$ cat config.mk
export PLATFORM = sky130hd
export DESIGN_NAME = seg7_scan_ctrl
export DESIGN_NICKNAME = d
export VERILOG_FILES = /design/src/rtl/seg7_pkg.sv /design/src/rtl/seg7_nibble_dec.sv /design/src/rtl/seg7_scan_ctrl.sv
export SDC_FILE = /design/constraint.sdc
export NUM_CORES = 1
export LEC_CHECK = 0
export CORE_MARGIN = 2
export CORE_UTILIZATION = 25
export CTS_CLUSTER_DIAMETER = 60
export CTS_CLUSTER_SIZE = 40
export DETAILED_ROUTE_END_ITERATION = 16
export PLACE_DENSITY_LB_ADDON = 0.05
export SLEW_MARGIN = 10
export SYNTH_ARGS = -nofsm -noshare
export SYNTH_HDL_FRONTEND = slang
export SYNTH_SLANG_ARGS = --single-unit
$ cat constraint.sdc
create_clock -name clk -period 2.7 [get_ports clk]
set_input_delay 0.54 -clock clk [delete_from_list [all_inputs] [get_ports clk]]
set_output_delay 0.54 -clock clk [all_outputs]
set_load 0.02 [all_outputs]
$ cat src/rtl/seg7_pkg.sv
// Shared types and constants for the seg7_scan_ctrl display controller:
// scan state encoding, the blank pattern and the active-low hex segment table.
package seg7_pkg;

    typedef enum logic [1:0] {
        OFF   = 2'd0,
        BLANK = 2'd1,
        SHOW  = 2'd2
    } state_e;

    localparam logic [6:0] SEG_BLANK = 7'h7F;

    // Entry n is the gfedcba active-low pattern for hex digit n (entry F first).
    localparam logic [15:0][6:0] SEG_TABLE = {
        7'h0E, 7'h06, 7'h21, 7'h46, 7'h03, 7'h08, 7'h10, 7'h00,
        7'h78, 7'h02, 7'h12, 7'h19, 7'h30, 7'h24, 7'h79, 7'h40
    };

endpackage

$ cat src/rtl/seg7_nibble_dec.sv
// Combinational hex nibble to active-low 7-segment (gfedcba) decoder.
module seg7_nibble_dec
    import seg7_pkg::*;
(
    input  logic [3:0] nib_i,
    output logic [6:0] seg_n_o
);

    // Straight table lookup; every nibble value has an entry.
    always_comb begin
        seg_n_o = SEG_TABLE[nib_i];
    end

endmodule

$ cat src/rtl/seg7_scan_ctrl.sv
// Multiplexed common-anode 7-segment scan controller with frame-synchronous update.
// Optional leading-zero blanking is enabled by defining SEG7_LZB_EN.
module seg7_scan_ctrl
    import seg7_pkg::*;
#(
    parameter int NUM_DIGITS   = 8,
    parameter int DIGIT_CYCLES = 50000,
    parameter int BLANK_CYCLES = 500
) (
    input  logic                    clk,
    input  logic                    rst_n,
    input  logic                    enable,
    input  logic                    wr_valid,
    output logic                    wr_ready,
    input  logic [4*NUM_DIGITS-1:0] wr_data,
    input  logic [NUM_DIGITS-1:0]   wr_dp,
    output logic [6:0]              seg_n,
    output logic                    dp_n,
    output logic [NUM_DIGITS-1:0]   an_n,
    output logic                    frame_tick
);

    localparam int MAX_CYC = (DIGIT_CYCLES > BLANK_CYCLES) ? DIGIT_CYCLES : BLANK_CYCLES;
    localparam int CNT_W   = $clog2(MAX_CYC + 1);
    localparam int IDX_W   = (NUM_DIGITS > 1) ? $clog2(NUM_DIGITS) : 1;
    localparam logic [CNT_W-1:0] DIGIT_LAST = CNT_W'(DIGIT_CYCLES - 1);
    localparam logic [CNT_W-1:0] BLANK_LAST = CNT_W'(BLANK_CYCLES - 1);
    localparam logic [IDX_W-1:0] IDX_LAST   = IDX_W'(NUM_DIGITS - 1);

    state_e                  state_q, state_d;
    logic [IDX_W-1:0]        idx_q, idx_d;
    logic [CNT_W-1:0]        cnt_q, cnt_d;
    logic [4*NUM_DIGITS-1:0] disp_q, disp_d, pend_data_q, pend_data_d;
    logic [NUM_DIGITS-1:0]   dp_q, dp_d, pend_dp_q, pend_dp_d;
    logic                    pend_q, pend_d, off_cap_q, off_cap_d;
    logic [6:0]              seg_n_q, seg_n_d;
    logic                    dp_n_q, dp_n_d, frame_tick_q, frame_tick_d;
    logic [NUM_DIGITS-1:0]   an_n_q, an_n_d;

    logic                    frame_end_s, wr_fire_s, commit_s, digit_on_s, dp_sel_s;
    logic [3:0]              nib_s;
    logic [6:0]              dec_seg_s;

    assign frame_end_s = enable && (state_q == SHOW) && (cnt_q == DIGIT_LAST) && (idx_q == IDX_LAST);
    assign wr_fire_s   = wr_valid && !pend_q;
    // A value captured while dark is shown right away; otherwise it waits for the frame end.
    assign commit_s    = pend_q && (frame_end_s || off_cap_q);

    // Select the nibble and decimal point of the digit currently being scanned.
    always_comb begin
        nib_s    = 4'h0;
        dp_sel_s = 1'b0;
        for (int i = 0; i < NUM_DIGITS; i++) begin
            if (idx_q == IDX_W'(i)) begin
                nib_s    = disp_q[4*i +: 4];
                dp_sel_s = dp_q[i];
            end else begin
                nib_s    = nib_s;
                dp_sel_s = dp_sel_s;
            end
        end
    end

`ifdef SEG7_LZB_EN
    logic [IDX_W-1:0] hi_s;

    // Highest nonzero digit; digit 0 always counts as significant.
    always_comb begin
        hi_s = {IDX_W{1'b0}};
        for (int i = 1; i < NUM_DIGITS; i++) begin
            if (disp_q[4*i +: 4] != 4'h0) begin
                hi_s = IDX_W'(i);
            end else begin
                hi_s = hi_s;
            end
        end
    end

    assign digit_on_s = (idx_q <= hi_s);
`else
    assign digit_on_s = 1'b1;
`endif

    seg7_nibble_dec u_dec (
        .nib_i   (nib_s),
        .seg_n_o (dec_seg_s)
    );

    // Scan sequencer: state, digit index and dwell counter.
    always_comb begin
        state_d = state_q;
        idx_d   = idx_q;
        cnt_d   = cnt_q;
        if (!enable) begin
            state_d = OFF;
            idx_d   = {IDX_W{1'b0}};
            cnt_d   = {CNT_W{1'b0}};
        end else begin
            case (state_q)
                OFF: begin
                    state_d = BLANK;
                    idx_d   = {IDX_W{1'b0}};
                    cnt_d   = {CNT_W{1'b0}};
                end
                BLANK: begin
                    if (cnt_q == BLANK_LAST) begin
                        state_d = SHOW;
                        cnt_d   = {CNT_W{1'b0}};
                    end else begin
                        cnt_d   = cnt_q + CNT_W'(1);
                    end
                end
                SHOW: begin
                    if (cnt_q == DIGIT_LAST) begin
                        state_d = BLANK;
                        cnt_d   = {CNT_W{1'b0}};
                        idx_d   = (idx_q == IDX_LAST) ? {IDX_W{1'b0}} : idx_q + IDX_W'(1);
                    end else begin
                        cnt_d   = cnt_q + CNT_W'(1);
                    end
                end
                default: begin
                    state_d = OFF;
                    idx_d   = {IDX_W{1'b0}};
                    cnt_d   = {CNT_W{1'b0}};
                end
            endcase
        end
    end

    // Pin values for the next cycle; enable is folded in so the display darkens immediately.
    always_comb begin
        seg_n_d      = SEG_BLANK;
        dp_n_d       = 1'b1;
        an_n_d       = {NUM_DIGITS{1'b1}};
        frame_tick_d = frame_end_s;
        if (enable && (state_q == SHOW) && digit_on_s) begin
            seg_n_d = dec_seg_s;
            dp_n_d  = ~dp_sel_s;
            for (int i = 0; i < NUM_DIGITS; i++) begin
                an_n_d[i] = (idx_q != IDX_W'(i));
            end
        end else begin
            seg_n_d = SEG_BLANK;
            dp_n_d  = 1'b1;
            an_n_d  = {NUM_DIGITS{1'b1}};
        end
    end

    // Write port, pending buffer and committed display registers.
    always_comb begin
        pend_data_d = wr_fire_s ? wr_data : pend_data_q;
        pend_dp_d   = wr_fire_s ? wr_dp   : pend_dp_q;
        disp_d      = commit_s ? pend_data_q : disp_q;
        dp_d        = commit_s ? pend_dp_q   : dp_q;
        off_cap_d   = wr_fire_s && (state_q == OFF);
        if (wr_fire_s) begin
            pend_d = 1'b1;
        end else if (commit_s) begin
            pend_d = 1'b0;
        end else begin
            pend_d = pend_q;
        end
    end

    // State and output registers.
    always_ff @(posedge clk or negedge rst_n) begin
        if (!rst_n) begin
            state_q      <= OFF;
            idx_q        <= {IDX_W{1'b0}};
            cnt_q        <= {CNT_W{1'b0}};
            disp_q       <= {(4*NUM_DIGITS){1'b0}};
            dp_q         <= {NUM_DIGITS{1'b0}};
            pend_data_q  <= {(4*NUM_DIGITS){1'b0}};
            pend_dp_q    <= {NUM_DIGITS{1'b0}};
            pend_q       <= 1'b0;
            off_cap_q    <= 1'b0;
            seg_n_q      <= SEG_BLANK;
            dp_n_q       <= 1'b1;
            an_n_q       <= {NUM_DIGITS{1'b1}};
            frame_tick_q <= 1'b0;
        end else begin
            state_q      <= state_d;
            idx_q        <= idx_d;
            cnt_q        <= cnt_d;
            disp_q       <= disp_d;
            dp_q         <= dp_d;
            pend_data_q  <= pend_data_d;
            pend_dp_q    <= pend_dp_d;
            pend_q       <= pend_d;
            off_cap_q    <= off_cap_d;
            seg_n_q      <= seg_n_d;
            dp_n_q       <= dp_n_d;
            an_n_q       <= an_n_d;
            frame_tick_q <= frame_tick_d;
        end
    end

    assign wr_ready   = ~pend_q;
    assign seg_n      = seg_n_q;
    assign dp_n       = dp_n_q;
    assign an_n       = an_n_q;
    assign frame_tick = frame_tick_q;

endmodule

==> results of run 1 <==
[critical path: stages (launching register included)]
cell,delay (ns)
dfrtp_1,0.40
buf_4,0.15
ha_1,0.29
buf_4,0.20
a221o_1,0.36
a221oi_2,0.41
or2_1,0.32
o41ai_2,0.12
a211oi_2,0.21
[report_power, final]
part / switching, mW / leakage (nW) / internal, mW
combinational: 0.906 / 1.27 / 1.09
clock: 0.794 / 0.277 / 1.41
sequential: 0.435 / 1.45 / 2.48
total: 2.14 / 3.00 / 4.98
[how the worst min path moves through the flow]
stage	from	endpoint
4_1_cts	rst_n	pend_data_q[2]
3_3_place_gp	cnt_q[0]	cnt_q[0]
5_1_grt	rst_n	pend_data_q[2]
2_1_floorplan	rst_n	cnt_q[0]
6_report	rst_n	pend_data_q[2]
3_5_place_dp	cnt_q[0]	cnt_q[0]
[sequential cells by signal, indices dropped and copies added (netlist names)]
name / flops
cnt_q: 16
pend_data_q: 32
pend_q: 1
dp_n: 1
pend_dp_q: 8
idx_q: 3
dp_q: 8
an_n: 8
disp_q: 32
off_cap_q: 1
seg_n: 7
state_q: 2
frame_tick: 1
[cells by family (layout without fill, tap and decap cells)]
| group | Yosys count | count (layout) | synth area share, % |
|---|---|---|---|
| flops | 120 | 120 | 54.9 |
| buf+inv | 40 | 135 | 3.41 |
| mux | 85 | 85 | 17.3 |
| compound gates | 62 | 62 | 8.77 |
| xor+xnor | 14 | 14 | 2.23 |
| fa+ha+maj | 17 | 17 | 3.86 |
| simple gates | 104 | 104 | 9.63 |
[synth_stat cells (3+ instances only)]
library cell and n:
and2_1 4, buf_2 12, a22o_1 3, dfstp_2 16
a221oi_1 3, mux2_2 76, o21ai_0 6, nand3b_1 5
inv_1 19, mux2_1 4, clkbuf_1 6, xnor2_1 9
a21oi_1 13, dfrtp_1 104, o22ai_1 3, and3_1 7
ha_1 17, nand4_1 4, xor2_1 5, o211ai_1 4
nand3_1 11, nand2_1 24, nor2_1 30, nor2b_1 6
mux2i_1 5, buf_6 3, nor3_1 3
[stage by stage]
stage,setup WS [ns],instance area (um^2),power [mW],util (%)
after floorplan,0.0160,5510,4.21,-
after global placement,0.121,6590,4.92,30.3
after detailed placement,0.0221,6590,4.96,30.3
after CTS,0.00916,7160,7.23,32.9
after global routing,0.00456,7220,7.61,33.2
final,0.165,7220,7.12,33.2
[cell type report]
class | count | share of cell area (%)
Inverter | 19 | 0.988
Timing Repair Buffer | 87 | 11.9
Clock inverter | 8 | 1.37
Tap cell | 280 | 4.85
Multi-Input combinational cell | 282 | 32.6
Sequential cell | 120 | 41.9
Clock buffer | 21 | 6.51
[routing by layer]
layer	routed length [um]	global-route usage [%]	vias to the layer above
met5	0	0	-
met3	503	3.30	7
met2	6230	18.9	66
met1	6510	16.2	1814
li1	-	-	1741
met4	157	4.63	0
[repair_timing]
item | in CTS | in global routing
gates resized for setup | 0 | 9
buffers inserted | 0 | 3
endpoints found under the setup margin | 0 | 7
hold buffers | 0 | 0
==> impl_results.md, run 1 <==
* Outcome: finished clean
* Tightest hold margin at 0.119 ns
* Crit. End Element: flip-flop
* Mapped Nets at 503
* Max Slew Vio Count at 0
* Total negative setup slack at 0 ns
* Skew final at 0.00931 ns
* Number of buffers added on ports at 61
* Area leader, netlist: dfrtp_1
* Measured slew at the worst slew-check pin at 0.588 ns
* Syn_area_per_cell at 12.5 um^2
* DR pass1 iterations at 7
* Ant diodes at 0
* EDFF count, synth at 0
* Reg area at 0.00302 mm^2
* Syn Inst Count at 442
* Top post-synthesis cells by area: dfrtp_1, mux2_2, dfstp_2, ha_1, nor2_1
* Worst Path Arrival at 2.87 ns
* Tmin final at 2.53 ns
* CTS root buf: clkbuf_16
* Crit Path Class: reg -> reg
* Routed len/inst at 16.4 um
* Max Cap Viol at 0
* Final hold viol count at 0
* Vias in the first global route at 3870
* Worst-skew pair later-pin latency at 0.41 ns
* Detail Route Antenna Nets at 0
* Worst min-delay path class: in -> async
* Synth warn at 0
* RSZ-0062 raised after global routing: no
* Total Routing Usage GR at 12.1%
* Worst R2R Start: idx_q[1]
* Finish-stage setup viols at 0
* Fraction of registers with async set/reset at 100%
* #FFs+latches synth at 120
* Die Y at 152 um
* Most frequent cells in the layout: dfrtp_1, mux2_2, clkdlybuf4s50_1
* Relative slew margins at 60.8%
* Die Area at 0.0232 mm^2
* Mapped Area at 0.00551 mm^2
* FMAX at 394 MHz
* Placed Cells at 785
* Tcrit/Tclk final at 93.9%
* Clk buf depth at 2
* Wirelength, routed at 13400 um
* R2R cell count at 8
* Global route overflow at 0
* Post-Layout Cell Count at 817
* Rows at 54
* Filler cell count at 2178
* Main synth FF type: dfrtp_1
* DR vias at 3628
* CTS tree: built
* Nets@finish at 588
* Maximum vdd ir drop at 0.373 mV
* R2R setup slack at 0.17 ns
* Post-synth top area share at 47.2%
* Commonest non-fill, non-tap cell in the layout: dfrtp_1
* First-pass GRT wire length at 21800 um
* R2r endpoint: seg_n[0]
* Hpwl dp at 9500 um
* Layout area overhead at 31.1%
* Crit path from: idx_q[1]
* Pwr Density at 986 mW/mm^2
* H-tree depth at 4
* Clock slew at reported path FFs at 0.06 ns
* Sequential-to-total area share from yosys stat at 54.9%
* Routability cong. at 0.801
* Initial core utilization at 25.3%
* Area of the multi-input gates at 0.00235 mm^2
* Core ar. at 0.0218 mm^2
* Remaining DRCs at 0
* Post-synth cell types at 59
* Ports at 62
* CTS Buf Count at 17
* Layout cells sized above 1 at 31.1%
* Iteration-0 DRC Markers at 134
* Initial antenna violation count at 0
* CP endpoint: seg_n[0]
* Crit path max fanout at 8
* Vias/cell at 4.44
* Pleak at 3.00 nW
* Required @ worst endpoint at 3.03 ns
* CTS sink count at 120
* Pin count of the biggest net entering global routing at 43
* Die width at 152 um
* Crit start category: flip-flop
No activity file was read; power rests on OpenSTA's default activity.
==> run 2: changes to the inputs <==
SLEW_MARGIN = 5   (was 10)
==> results of run 2 <==
Same layout as run 1: the final DEF is identical, and so are final timing and power.
==> run 3: changes to the inputs <==
CELL_PAD_IN_SITES_DETAIL_PLACEMENT = 1   (was not set)
CELL_PAD_IN_SITES_GLOBAL_PLACEMENT = 2   (was not set)
==> run 3 against run 2 <==
Count of clock-buffer cells in the layout shrank 4. Critical path type unchanged. Fmax up 1.3%. Hold slack worse by 0.089 ns. First-iteration DRC count down 16%. Cell area is 0.78% higher. Flip-flop and latch count unchanged. Clock skew fell by 0.00092 ns. Clock power grew 11%. Critical path depth increased by 1. Die area unchanged. Sequential power hardly changed. Highest routed layer unchanged. Worst setup slack better by 0.034 ns.
==> impl_results.md, run 3 (same netlist as run 1, synthesis figures left out) <==
* Pleak at 3.03 nW
* Slowest CP cell: dfrtp_1
* Ports at 62
* Rows at 54
* Biggest regs: disp_q x32, pend_data_q x32, cnt_q x16
* Die Area at 0.0232 mm^2
* Tightest hold margin at 0.0308 ns
* Reg area at 0.00302 mm^2
* Crit-path max cell delay at 0.41 ns
* Filler cell count at 2362
* R2r endpoint: seg_n[1]
* Crit. End Element: flip-flop
* Worst-skew pair later-pin latency at 0.41 ns
* Wirelength, routed at 14100 um
* Final hold viol count at 0
* Relative slew margins at 69.2%
* Worst min-delay path class: in -> async
* Number of buffers added on ports at 61
* DR vias at 3696
* Routability cong. at 0.776
* First-pass GRT wire length at 23300 um
* Tmin final at 2.50 ns
* Die width at 152 um
* H-tree depth at 4
* Clk buf depth at 2
* Worst R2R Start: idx_q[0]
* Pwr Density at 1020 mW/mm^2
* Crit path from: idx_q[0]
* Delay-heaviest family, CP: compound AO/OA/AOI/OAI gates
* Tcrit/Tclk final at 92.6%
* Hpwl dp at 10100 um
* RSZ-0062 raised after global routing: yes
* Initial antenna violation count at 0
* Maximum vdd ir drop at 0.359 mV
* Routed len/inst at 17.1 um
* Crit-path most repeated cell: ha_1
* Required @ worst endpoint at 3.03 ns
* Core ar. at 0.0218 mm^2
* Final instance area at 0.00728 mm^2
* CTS root buf: clkbuf_16
* Remaining DRCs at 0
* FMAX at 400 MHz
* Max Cap Viol at 0
* Max Slew Vio Count at 0
* CP endpoint: seg_n[1]
* Vias in the first global route at 4146
* CTS tree: built
* Crit start category: flip-flop
* Initial core utilization at 25.3%
* Area of placed instances at 0.00663 mm^2
* Commonest non-fill, non-tap cell in the layout: dfrtp_1
* DR pass1 iterations at 4
* Crit path max fanout at 4
* Detail Route Antenna Nets at 0
* Crit. path cell count at 9
* Layout area overhead at 32.1%
* R2R cell count at 9
* CTS sink count at 120
* Area of the multi-input gates at 0.00233 mm^2
* Critical-path cell list: ha_1, ha_1, or2_4, a221oi_2, o22ai_1, o21ai_2, inv_1, ha_1, a221o_1
* Measured slew at the worst slew-check pin at 0.459 ns
* Nets@finish at 591
* Die Y at 152 um
* WP buf/inv at 1
* Iteration-0 DRC Markers at 112
* Post-CTS Setup Repair Bufs at 0
* Vias/cell at 4.49
* Ant diodes at 0
* Skew final at 0.00838 ns
* CTS Buf Count at 17
* Total Routing Usage GR at 12.8%
* Pin count of the biggest net entering global routing at 51
* Most frequent cells in the layout: dfrtp_1, mux2_2, clkdlybuf4s50_1
* R2R setup slack at 0.20 ns
* Worst Path Arrival at 2.84 ns
* Global route overflow at 0
* Outcome: finished clean
* Crit Path Class: reg -> reg
* Finish-stage setup viols at 0
* Layout cells sized above 1 at 31.7%
* Clock slew at reported path FFs at 0.06 ns
run 3: changes by cell type in the layout (fill, tap and decap cells not counted), moves of 2 or more:
cell	delta
bufinv_16	+2
inv_6	+4
clkinv_4	+2
clkinv_2	-2
buf_4	+5
clkbuf_8	-3
run 3: repair_timing:
item                                    4_1_cts  5_1_grt
gates resized for setup                       0        5
endpoints found under the setup margin        0        6
hold buffers                                  0        0
run 3: worst min path at each step:
| stage | startpoint | cells past startpoint | slack (ns) | end |
|---|---|---|---|---|
| 3_3_place_gp | cnt_q[0] | 1 | 0.44 | cnt_q[0] |
| 4_1_cts | rst_n | 1 | 0.03 | cnt_q[9] |
| 6_report | rst_n | 1 | 0.03 | pend_data_q[2] |
| 2_1_floorplan | rst_n | 0 | 0.24 | cnt_q[0] |
| 5_1_grt | rst_n | 1 | 0.05 | cnt_q[8] |
| 3_5_place_dp | cnt_q[0] | 1 | 0.45 | cnt_q[0] |
run 3: power by group:
part	switching (mW)	internal [mW]
Sequential	0.432	2.48
Combinational	0.928	1.10
Clock	0.893	1.56
Total	2.25	5.14
run 3: final cells by class:
cell class	instances	share of cell area, %
clock buffer	17	5.84
clock inverter	15	2.92
inverter	19	0.980
multi-input combinational	282	32.0
sequential	120	41.5
tap	280	4.81
timing repair buffer	90	11.9
run 3: layer usage:
layer,share of wire (%),vias up,GRT usage (%)
met5,0,-,0
met4,0.88,0,3.70
met3,3.6,10,3.47
met2,47,56,20.7
met1,48,1880,17.0
li1,-,1750,-
run 3: per-stage QoR:
stage	TNS, ns	utilization (%)	power (mW)	instances	setup slack (ns)
final	0	33.5	7.40	823	0.199
after detailed placement	0	30.5	5.02	791	0.0758
after global routing	-0.0285	33.5	7.92	823	-0.0162
after global placement	0	30.5	4.96	791	0.111
after floorplan	0	-	4.21	442	0.0160
after CTS	0	33.4	7.56	823	0.0543
